===== src/rtl/irq_ctrl_pkg.sv =====
// Shared definitions for the interrupt controller: handshake state encoding,
// vector-table constants agreed with the core, and IRQ-number formatting.
package irq_ctrl_pkg;

  typedef enum logic [1:0] {
    ST_IDLE = 2'd0,
    ST_REQ  = 2'd1,
    ST_VECT = 2'd2,
    ST_WAIT = 2'd3
  } irq_state_e;

  // The core branches to IRQ_VECTOR_BASE + IRQ_VECTOR_STRIDE * number.
  localparam logic [15:0] IRQ_VECTOR_BASE   = 16'h0064;
  localparam int          IRQ_VECTOR_STRIDE = 2;

  // Wide enough for up to 16 IRQ lines.
  localparam int IRQ_NUM_W = 4;

  function automatic logic [31:0] irq_num_ext(input logic [IRQ_NUM_W-1:0] num);
    return {28'd0, num};
  endfunction

endpackage


===== src/rtl/irq_prio_enc.sv =====
// Combinational priority encoder: index 0 has the highest priority.
module irq_prio_enc
  import irq_ctrl_pkg::*;
#(
  parameter int NUM_IRQ = 8
) (
  input  logic [NUM_IRQ-1:0]   I_req,
  output logic [IRQ_NUM_W-1:0] O_sel,
  output logic                 O_any
);

  // NOTE: every output gets a default before the loop so no path leaves it
  // unassigned; otherwise synthesis infers a latch.
  always_comb begin
    O_sel = '0;
    O_any = |I_req;
    // Walk from the top down so the lowest set index is the last to win.
    for (int i = NUM_IRQ - 1; i >= 0; i--) begin
      if (I_req[i]) O_sel = IRQ_NUM_W'(i);
    end
  end

endmodule


===== src/rtl/irq_ctrl.sv =====
// Interrupt controller feeding the core's IRQ handshake. Define IRQ_CTRL_SYNC_EN
// to insert a 2-flop synchronizer on every IRQ line ahead of edge detection.
module irq_ctrl
  import irq_ctrl_pkg::*;
#(
  parameter int NUM_IRQ = 8,
  parameter int DATA_W  = 16
) (
  input  logic               I_clk,
  input  logic               I_reset,
  input  logic [NUM_IRQ-1:0] I_irq_lines,
  input  logic               I_irq_ack,
  input  logic               I_mask_wr,
  input  logic [NUM_IRQ-1:0] I_mask_in,
  output logic [NUM_IRQ-1:0] O_mask,
  output logic [NUM_IRQ-1:0] O_pending,
  output logic               O_irq_active,
  output logic               O_bus_drive,
  output logic [DATA_W-1:0]  O_bus_data
);

  logic [NUM_IRQ-1:0]   lines_s;
  logic [NUM_IRQ-1:0]   prev_q;
  logic [NUM_IRQ-1:0]   pending_q;
  logic [NUM_IRQ-1:0]   mask_q;
  logic [NUM_IRQ-1:0]   req;
  logic [NUM_IRQ-1:0]   rise;
  logic [NUM_IRQ-1:0]   clr;
  logic [IRQ_NUM_W-1:0] sel;
  logic                 any;
  irq_state_e           state_q;
  logic [IRQ_NUM_W-1:0] num_q;
  logic                 irq_active_q;
  logic                 bus_drive_q;
  logic [DATA_W-1:0]    bus_data_q;

`ifdef IRQ_CTRL_SYNC_EN
  logic [NUM_IRQ-1:0] sync1_q;
  logic [NUM_IRQ-1:0] sync2_q;

  // NOTE: state flops use non-blocking assignments so every flop samples the
  // pre-edge values and the two synchronizer stages shift rather than collapse.
  always_ff @(posedge I_clk or posedge I_reset) begin
    if (I_reset) begin
      sync1_q <= '0;
      sync2_q <= '0;
    end else begin
      sync1_q <= I_irq_lines;
      sync2_q <= sync1_q;
    end
  end

  assign lines_s = sync2_q;
`else
  assign lines_s = I_irq_lines;
`endif

  assign rise = lines_s & ~prev_q;
  assign req  = pending_q & mask_q;

  irq_prio_enc #(
    .NUM_IRQ(NUM_IRQ)
  ) u_prio_enc (
    .I_req(req),
    .O_sel(sel),
    .O_any(any)
  );

  // The serviced bit is retired at the end of the vector cycle.
  always_comb begin
    clr = '0;
    if (state_q == ST_VECT) begin
      for (int i = 0; i < NUM_IRQ; i++) begin
        clr[i] = (num_q == IRQ_NUM_W'(i));
      end
    end
  end

  // A fresh edge on the bit being cleared wins, so the request is not lost.
  always_ff @(posedge I_clk or posedge I_reset) begin
    if (I_reset) begin
      prev_q    <= '0;
      mask_q    <= '0;
      pending_q <= '0;
    end else begin
      prev_q    <= lines_s;
      pending_q <= (pending_q & ~clr) | rise;
      if (I_mask_wr) mask_q <= I_mask_in;
    end
  end

  // Handshake FSM; outputs are registered alongside the state transition.
  always_ff @(posedge I_clk or posedge I_reset) begin
    if (I_reset) begin
      state_q      <= ST_IDLE;
      num_q        <= '0;
      irq_active_q <= 1'b0;
      bus_drive_q  <= 1'b0;
      bus_data_q   <= '0;
    end else begin
      case (state_q)
        ST_IDLE: begin
          if (any) begin
            num_q        <= sel;
            state_q      <= ST_REQ;
            irq_active_q <= 1'b1;
          end
        end
        ST_REQ: begin
          if (I_irq_ack) begin
            state_q      <= ST_VECT;
            irq_active_q <= 1'b0;
            bus_drive_q  <= 1'b1;
            bus_data_q   <= DATA_W'(irq_num_ext(num_q));
          end
        end
        ST_VECT: begin
          state_q     <= ST_WAIT;
          bus_drive_q <= 1'b0;
          bus_data_q  <= '0;
        end
        ST_WAIT: begin
          // A held acknowledge must fall before another request can start.
          if (!I_irq_ack) state_q <= ST_IDLE;
        end
        default: begin
          state_q      <= ST_IDLE;
          irq_active_q <= 1'b0;
          bus_drive_q  <= 1'b0;
          bus_data_q   <= '0;
        end
      endcase
    end
  end

  assign O_mask       = mask_q;
  assign O_pending    = pending_q;
  assign O_irq_active = irq_active_q;
  assign O_bus_drive  = bus_drive_q;
  assign O_bus_data   = bus_data_q;

endmodule


===== config.mk =====
export PLATFORM = sky130hd
export DESIGN_NAME = irq_ctrl
export DESIGN_NICKNAME = d
export VERILOG_FILES = /design/src/rtl/irq_ctrl_pkg.sv /design/src/rtl/irq_prio_enc.sv /design/src/rtl/irq_ctrl.sv
export SDC_FILE = /design/constraint.sdc
export NUM_CORES = 1
export LEC_CHECK = 0
export CORE_ASPECT_RATIO = 1.1
export CORE_MARGIN = 4
export CORE_UTILIZATION = 41
export CTS_CLUSTER_SIZE = 16
export DETAILED_ROUTE_END_ITERATION = 10
export GPL_TIMING_DRIVEN = 0
export PLACE_DENSITY = 0.8
export SYNTH_ARGS = -nofsm -noshare
export SYNTH_HDL_FRONTEND = slang
export SYNTH_HIERARCHICAL = 1
export SYNTH_SLANG_ARGS = --single-unit

===== constraint.sdc =====
create_clock -name I_clk -period 1.8 [get_ports I_clk]
set_clock_uncertainty 0.1 [all_clocks]
set_input_delay 0.27 -clock I_clk [delete_from_list [all_inputs] [get_ports I_clk]]
set_output_delay 0.27 -clock I_clk [all_outputs]
set_load 0.005 [all_outputs]

==> impl_metrics.prom, run 1 <==
# TYPE chip_impl_metric gauge
chip_impl_metric{name="ant_nets",unit=""} 0
chip_impl_info{name="timing.critical_path.to_type",value="register"} 1
chip_impl_metric{name="dp_hpwl",unit="mm"} 2.59
chip_impl_metric{name="number_of_storage_elements_in_the_synthesis_netlist",unit=""} 36
chip_impl_info{name="min-delay-path-class",value="in2reg"} 1
chip_impl_info{name="synth.largest_area_cell",value="dfrtp_1"} 1
chip_impl_metric{name="via_count",unit=""} 1256
chip_impl_info{name="r2r-start",value="O_mask[6]"} 1
chip_impl_metric{name="synth_largest_type_area_fraction",unit="%"} 53.4
chip_impl_metric{name="seq_area_frac_synth",unit="%"} 53.4
chip_impl_metric{name="worstMarginPinSlew",unit="ns"} 0.668
chip_impl_metric{name="cts-htree-levels",unit=""} 2
chip_impl_metric{name="grt_pass1_vias",unit=""} 1223
chip_impl_metric{name="fp-row-count",unit=""} 24
chip_impl_metric{name="n_antenna_cell",unit=""} 0
chip_impl_metric{name="drive_gt1_share",unit="%"} 23.5
chip_impl_metric{name="number_of_design_rule_violations_left_after_detail_routing",unit=""} 0
chip_impl_info{name="violations",value="setup timing"} 1
chip_impl_metric{name="worst-endpoint-arrival",unit="ns"} 1.89
chip_impl_info{name="ys_top_cells_by_area",value="dfrtp_1 53%, mux2_2 8.7%, o21ai_0 5.9%"} 1
chip_impl_metric{name="r2r_cells",unit=""} 6
chip_impl_metric{name="routedWlPerCell",unit="microns"} 12.7
chip_impl_metric{name="core_area",unit="sq um"} 3960
chip_impl_metric{name="grt_use_total",unit="%"} 13.8
chip_impl_metric{name="drtIter0Drc",unit=""} 24
chip_impl_metric{name="worst_setup_hold_path_clk_slew",unit="ns"} 0.08
chip_impl_metric{name="cts_max_path_buffers",unit=""} 2
chip_impl_metric{name="crit_fanout",unit=""} 3
chip_impl_metric{name="setup_total_negative_slack",unit="ns"} -0.0177
chip_impl_metric{name="ioPinCount",unit=""} 54
chip_impl_info{name="clk_root_buffer_cell",value="clkbuf_8"} 1
chip_impl_metric{name="viasPerCell",unit=""} 4.60
chip_impl_metric{name="total_clock_buffers_created_by_cts",unit=""} 5
chip_impl_metric{name="layout-area-overhead-vs-synth",unit="%"} 43.5
chip_impl_metric{name="largest_net_degree_at_the_start_of_global_routing",unit=""} 23
chip_impl_metric{name="antenna_found_initial",unit=""} 0
chip_impl_metric{name="finalCritPeriodShare",unit="%"} 101
chip_impl_metric{name="timing.final.ws_setup",unit="ns"} -0.0177
chip_impl_metric{name="detail_route.wirelength",unit="mm"} 3.48
chip_impl_metric{name="synth.lib_cells_used.distinct",unit=""} 30
chip_impl_metric{name="finalCriticalPeriod",unit="ns"} 1.82
chip_impl_metric{name="layout.core_utilization",unit="%"} 61.1
chip_impl_metric{name="max_freq",unit="GHz"} 0.550
chip_impl_metric{name="synthesis.yosys.warnings",unit=""} 6
chip_impl_metric{name="setup-violations-final",unit=""} 1
chip_impl_info{name="critical_path.startpoint_type",value="register"} 1
chip_impl_metric{name="worst_slew_margin_rel",unit="%"} 55.4
chip_impl_info{name="tritoncts",value="yes"} 1
chip_impl_metric{name="die_y",unit="microns"} 75.3
chip_impl_metric{name="postCtsHoldBufs",unit=""} 0
chip_impl_metric{name="p_per_area",unit="nW/um^2"} 1200
chip_impl_metric{name="die_w",unit="microns"} 69.2
chip_impl_metric{name="placer_congestion",unit=""} 0.796
chip_impl_metric{name="syn_inst_count",unit=""} 155
chip_impl_info{name="grt_setup_unrepaired",value="true"} 1
chip_impl_metric{name="postSynthAreaPerCell",unit="sq um"} 10.9
chip_impl_info{name="worstSetupStartpoint",value="O_mask[6]"} 1
chip_impl_metric{name="netlist_area",unit="sq um"} 1690
chip_impl_metric{name="fin_nets",unit=""} 245
chip_impl_metric{name="slew_violations",unit=""} 0
chip_impl_info{name="timing.critical_path.to",value="state_q[1]"} 1
chip_impl_metric{name="number_of_maximum_capacitance_violations",unit=""} 0
chip_impl_metric{name="grt_pass1_wl",unit="mm"} 5.60
chip_impl_metric{name="drtPass1Iterations",unit=""} 4
chip_impl_metric{name="finalHoldViolCount",unit=""} 0
chip_impl_info{name="ff_to_ff_end",value="state_q[1]"} 1
chip_impl_metric{name="numPortBuffers",unit=""} 39
chip_impl_metric{name="clock_latency",unit="ns"} 0.29
chip_impl_info{name="synth_ff_type",value="dfrtp_1"} 1
chip_impl_metric{name="globalRoute.totalOverflow",unit=""} 0
chip_impl_metric{name="synth_edf_count",unit=""} 0
chip_impl_info{name="status",value="finished with violations"} 1
chip_impl_metric{name="vdd.ir_drop.worst",unit="mV"} 0.726
chip_impl_metric{name="worst_ep_required_time",unit="ns"} 1.88
chip_impl_metric{name="numClockSinks",unit=""} 36
chip_impl_metric{name="fin_hold_ws",unit="ns"} 0.231
chip_impl_info{name="critPathKind",value="reg2reg"} 1
chip_impl_metric{name="total_leakage_power",unit="nW"} 1.09
chip_impl_metric{name="ys_async_sr_fraction",unit="%"} 100
chip_impl_metric{name="floorplan.initialDensity",unit="%"} 42.6
chip_impl_metric{name="flop_to_flop_setup_slack",unit="ns"} -0.02
chip_impl_metric{name="area_enclosed_by_the_die_boundary",unit="sq um"} 5210
-- stage by stage --
step / area [sq um] / total power, mW / std cells / setup slack, ns
floorplan: 1740 / 1.68 / 166 / 0.0102
global placement: 2190 / 2.05 / 257 / -0.195
detailed placement: 2220 / 2.09 / 258 / -0.115
CTS: 2380 / 2.87 / 270 / -0.0235
global route: 2420 / 3.09 / 273 / -0.0786
finish: 2420 / 2.90 / 273 / -0.0177
-- cell families (layout without fill, tap and decap cells) --
logic type | Yosys count | in the layout | share of synthesized area, %
compound gates | 33 | 33 | 11.4
simple gates | 36 | 36 | 12.3
mux | 14 | 14 | 9.27
flops | 36 | 36 | 53.4
other cells | 2 | 13 | 0.445
fa+ha+maj | 5 | 5 | 3.71
buf+inv | 29 | 84 | 9.42
-- routing by layer --
| metal | part of all wire [%] | vias up | GRT usage (%) |
|---|---|---|---|
| met2 | 51 | 30 | 25.2 |
| met3 | 4.3 | 6 | 3.47 |
| met5 | 0 | - | 0 |
| met1 | 43 | 597 | 15.8 |
| met4 | 1.4 | 0 | 5.21 |
| li1 | - | 623 | - |
-- registers in the layout, indices dropped and copies added (netlist names) --
signal / cells
O_bus_drive: 1
state_q: 2
O_bus_data: 4
O_pending: 8
O_mask: 8
prev_q: 8
num_q: 4
O_irq_active: 1
-- cell usage after synthesis (3+ instances only) --
library cell	instances
nand2_1	9
dfrtp_1	36
buf_4	13
a31oi_1	4
inv_1	13
nor2b_1	5
o21ai_0	20
and2_1	8
nand2b_1	3
nor2_1	4
mux2_2	13
ha_1	5
-- cell type report --
cell class	instances	area (sq um)
tap	52	65.1
fill	347	1540
inverter	13	48.8
buffer	16	110
clock buffer	5	68.8
clock inverter	3	46.3
timing repair buffer	47	470
sequential	36	901
multi-input combinational	101	711
-- cell usage in the layout, fill, tap and decap left out, types with 2 or more instances in the layout --
| cell | instances |
|---|---|
| a21oi_1 | 2 |
| a31oi_1 | 4 |
| and2_1 | 6 |
| and2_4 | 2 |
| buf_4 | 20 |
| clkbuf_1 | 2 |
| clkbuf_8 | 5 |
| clkdlybuf4s50_1 | 39 |
| conb_1 | 13 |
| dfrtp_1 | 36 |
| ha_1 | 4 |
| inv_1 | 12 |
| mux2_2 | 12 |
| nand2_1 | 9 |
| nand2b_1 | 2 |
| nand3b_1 | 2 |
| nor2_1 | 4 |
| nor2b_1 | 5 |
| o21ai_0 | 20 |
-- worst min path at each step --
stage,from,endpoint,slack (ns),depth (start not counted)
2_1_floorplan,I_irq_lines[0],prev_q[0],0.20,0
3_3_place_gp,prev_q[0],O_pending[0],0.30,1
3_5_place_dp,prev_q[0],O_pending[0],0.30,1
4_1_cts,I_irq_ack,O_bus_drive,0.22,3
5_1_grt,I_irq_ack,O_bus_drive,0.26,3
6_report,I_irq_ack,O_bus_drive,0.23,3
-- critical path: stages, from the launching register on --
cell      delay, ns
dfrtp_1        0.40
and2_4         0.18
nor4_4         0.29
nand3_2        0.13
nand2b_4       0.16
nand3b_1       0.13
mux2_4         0.31
-- report_power, final --
part	switching, mW	leakage [nW]	internal (mW)
combinational	0.433	0.622	0.577
clock	0.311	0.0548	0.417
sequential	0.174	0.410	0.988
-- repair_timing --
| action | CTS | global route |
|---|---|---|
| gates resized for setup | 5 | 3 |
| buffers inserted | 4 | 3 |
| pin swaps | 3 | 3 |
| endpoints found under the setup margin | 8 | 9 |
Note: power is estimated with default switching activity, not from simulation.
==> run 2, diff against run 1 <==
CAP_MARGIN = 40   (was default)
PLACE_DENSITY = 0.81   (was 0.8)
SYNTH_HIERARCHICAL = default   (was 1)
==> run 2 against run 1 <==
The run now ends clean. Core utilization increased by 1.0 points. Die area decreased by 3.4%. Maximum frequency increased by 6.1%. Largest power group unchanged. First-iteration DRC count increased by 96%. Sequential share of layout area decreased by 0.59 points.
==> impl_metrics.prom, run 2 <==
# TYPE chip_impl_metric gauge
chip_impl_metric{name="number_of_design_rule_violations_left_after_detail_routing",unit=""} 0
chip_impl_metric{name="numClockSinks",unit=""} 34
chip_impl_metric{name="worst_setup_hold_path_clk_slew",unit="ns"} 0.07
chip_impl_info{name="grt_setup_unrepaired",value="false"} 1
chip_impl_metric{name="setup-violations-final",unit=""} 0
chip_impl_metric{name="largest_net_degree_at_the_start_of_global_routing",unit=""} 23
chip_impl_metric{name="total_leakage_power",unit="nW"} 1.05
chip_impl_metric{name="cts_max_path_buffers",unit=""} 2
chip_impl_info{name="synth_commonest_cells",value="34 x dfrtp_1, 20 x o21ai_0, 14 x buf_4"} 1
chip_impl_metric{name="postCtsHoldBufs",unit=""} 0
chip_impl_metric{name="floorplan.initialDensity",unit="%"} 43.3
chip_impl_metric{name="synthesis.yosys.warnings",unit=""} 0
chip_impl_metric{name="total_clock_buffers_created_by_cts",unit=""} 5
chip_impl_metric{name="numPortBuffers",unit=""} 39
chip_impl_info{name="tritoncts",value="yes"} 1
chip_impl_metric{name="fp-row-count",unit=""} 23
chip_impl_metric{name="detail_route.wirelength",unit="mm"} 3.24
chip_impl_info{name="ys_top_cells_by_area",value="dfrtp_1 52%, buf_4 6.5%, o21ai_0 6.2%"} 1
chip_impl_metric{name="r2r_cells",unit=""} 7
chip_impl_metric{name="worstMarginPinSlew",unit="ns"} 0.572
chip_impl_metric{name="ant_nets",unit=""} 0
chip_impl_metric{name="fin_hold_ws",unit="ns"} 0.244
chip_impl_metric{name="drive_gt1_share",unit="%"} 20.8
chip_impl_metric{name="cts-htree-levels",unit=""} 2
chip_impl_info{name="critPathKind",value="reg2reg"} 1
chip_impl_metric{name="clock_latency",unit="ns"} 0.28
chip_impl_metric{name="netlist_area",unit="sq um"} 1620
chip_impl_metric{name="fin_nets",unit=""} 231
chip_impl_metric{name="worst_slew_margin_rel",unit="%"} 61.8
chip_impl_metric{name="seq_area_frac_synth",unit="%"} 52.5
chip_impl_metric{name="n_antenna_cell",unit=""} 0
chip_impl_info{name="combinational_family_with_the_most_area_after_synthesis",value="compound AO/OA/AOI/OAI gates"} 1
chip_impl_metric{name="p_per_area",unit="nW/um^2"} 1380
chip_impl_metric{name="synth.lib_cells_used.distinct",unit=""} 25
chip_impl_metric{name="synth_compound_gate_area_share",unit="%"} 19.1
chip_impl_metric{name="parity_gate_share_of_the_synthesized_area_counting_xor_and_xnor_cells",unit="%"} 0
chip_impl_metric{name="routedWlPerCell",unit="microns"} 12.6
chip_impl_metric{name="crit_fanout",unit=""} 9
chip_impl_metric{name="grt_use_met1",unit="%"} 18.6
chip_impl_metric{name="flop_to_flop_setup_slack",unit="ns"} 0.09
chip_impl_metric{name="layout-area-overhead-vs-synth",unit="%"} 43.3
chip_impl_metric{name="worst_ep_required_time",unit="ns"} 1.86
chip_impl_metric{name="grt_pass1_vias",unit=""} 1109
chip_impl_info{name="layout_commonest_cell",value="clkdlybuf4s50_1"} 1
chip_impl_metric{name="synth_largest_type_area_fraction",unit="%"} 52.5
chip_impl_info{name="clk_root_buffer_cell",value="clkbuf_8"} 1
chip_impl_metric{name="max_freq",unit="GHz"} 0.584
chip_impl_metric{name="placer_congestion",unit=""} 0.756
chip_impl_info{name="critical_path.startpoint_type",value="register"} 1
chip_impl_metric{name="finalHoldViolCount",unit=""} 0
chip_impl_info{name="synth.largest_area_cell",value="dfrtp_1"} 1
chip_impl_metric{name="synth_edf_count",unit=""} 0
chip_impl_metric{name="synth-adder-area-share",unit="%"} 3.86
chip_impl_metric{name="number_of_maximum_capacitance_violations",unit=""} 0
chip_impl_metric{name="worst-endpoint-arrival",unit="ns"} 1.77
chip_impl_metric{name="via_count",unit=""} 1192
chip_impl_info{name="status",value="finished clean"} 1
chip_impl_metric{name="grtUsageMet2",unit="%"} 22.2
chip_impl_metric{name="core_area",unit="sq um"} 3740
chip_impl_metric{name="globalRoute.totalOverflow",unit=""} 0
chip_impl_metric{name="die_y",unit="microns"} 74.0
chip_impl_metric{name="area_enclosed_by_the_die_boundary",unit="sq um"} 5030
chip_impl_metric{name="yosys-mux-area-fraction",unit="%"} 7.10
chip_impl_metric{name="finalCriticalPeriod",unit="ns"} 1.71
chip_impl_info{name="yosysMostFrequentCell",value="dfrtp_1"} 1
chip_impl_metric{name="slew_violations",unit=""} 0
chip_impl_metric{name="placed_cells_incl_taps",unit=""} 246
chip_impl_metric{name="grt_use_total",unit="%"} 14.2
chip_impl_metric{name="drtIter0Drc",unit=""} 47
chip_impl_info{name="most-common-layout-cells",value="39 x clkdlybuf4s50_1, 34 x dfrtp_1, 20 x o21ai_0, 17 x buf_4, 13 x conb_1"} 1
chip_impl_metric{name="postSynthAreaPerCell",unit="sq um"} 11.3
chip_impl_info{name="grt_busiest_layer",value="met2"} 1
chip_impl_metric{name="number_of_storage_elements_in_the_synthesis_netlist",unit=""} 34
chip_impl_metric{name="vdd.ir_drop.worst",unit="mV"} 0.792
chip_impl_metric{name="ys_async_sr_fraction",unit="%"} 100
chip_impl_metric{name="viasPerCell",unit=""} 4.64
chip_impl_info{name="min-delay-path-class",value="in2async"} 1
chip_impl_metric{name="drtPass1Iterations",unit=""} 4
chip_impl_metric{name="synth-simple-area-share",unit="%"} 7.48
chip_impl_metric{name="grt_use_met3",unit="%"} 4.08
chip_impl_metric{name="antenna_found_initial",unit=""} 0
chip_impl_info{name="synth_ff_type",value="dfrtp_1"} 1
chip_impl_metric{name="finalCritPeriodShare",unit="%"} 95.1
chip_impl_metric{name="setup_total_negative_slack",unit="ns"} 0
chip_impl_metric{name="grt_pass1_wl",unit="mm"} 5.33
chip_impl_metric{name="ioPinCount",unit=""} 54
chip_impl_metric{name="layout.core_utilization",unit="%"} 62.1
chip_impl_metric{name="dp_hpwl",unit="mm"} 2.53
chip_impl_metric{name="fin_cells",unit=""} 257
chip_impl_info{name="timing.critical_path.to_type",value="register"} 1
chip_impl_metric{name="die_w",unit="microns"} 68.0
chip_impl_metric{name="syn_inst_count",unit=""} 144
chip_impl_metric{name="fin_total_pwr",unit="mW"} 3.20
run 2: power by group:
group	internal, mW	total [mW]	switching [mW]	leakage, nW
Clock	0.591	0.861	0.270	0.0714
Sequential	0.964	1.21	0.244	0.384
Combinational	0.647	1.13	0.480	0.591
run 2: critical path, stage by stage (launching register included):
cell     delay (ns)
dfrtp_1        0.37
inv_2          0.06
ha_1           0.17
buf_4          0.16
nor2b_4        0.15
a21oi_2        0.11
o21a_1         0.17
mux2_4         0.31
run 2: final cells by class:
cell class / count / area (sq um)
timing repair buffer: 43 / 440
clock buffer: 6 / 82.6
inverter: 13 / 48.8
buffer: 15 / 109
multi-input combinational: 94 / 669
tap: 50 / 62.6
fill: 322 / 1420
sequential: 34 / 851
clock inverter: 2 / 60.1
run 2: final timing paths:
kind / startpoint / endpoint
max reg2reg: state_q[1] / state_q[1]
min reg2reg: prev_q[4] / O_pending[4]
min: I_reset / O_pending[6]
min in group I_clk: prev_q[4] / O_pending[4]
max in group asynchronous: I_reset / O_bus_data[0]
max: state_q[1] / state_q[1]
run 2: routing by layer:
metal,vias to the layer above,share of wire [%]
met5,-,0
met4,0,1.3
met3,4,8.1
met2,36,49
met1,555,42
li1,597,-
run 2: timing repair:
| action | in CTS | in global routing |
|---|---|---|
| setup buffers | 2 | 1 |
| endpoints found under the setup margin | 1 | 2 |
| resized for setup | 1 | 3 |
run 2: cell families after synthesis:
group,after synthesis
AOI/OAI and AO/OA,43
adders and majority gates,5
buffers and inverters,28
DFF,34
muxes,10
other,1
and+or+nand+nor,23
run 2: metrics by stage:
step	worst slack (ns)	area, sq um
after floorplan	0.0807	1670
after global placement	-0.0987	2120
after detailed placement	-0.128	2150
after CTS	0.0140	2310
after global routing	0.00900	2320
final	0.0875	2320
==> run 3, diff against run 2 <==
TNS_END_PERCENT = 20   (was default)
==> results of run 3 <==
Final layout, timing and power as in run 2 (identical DEF).
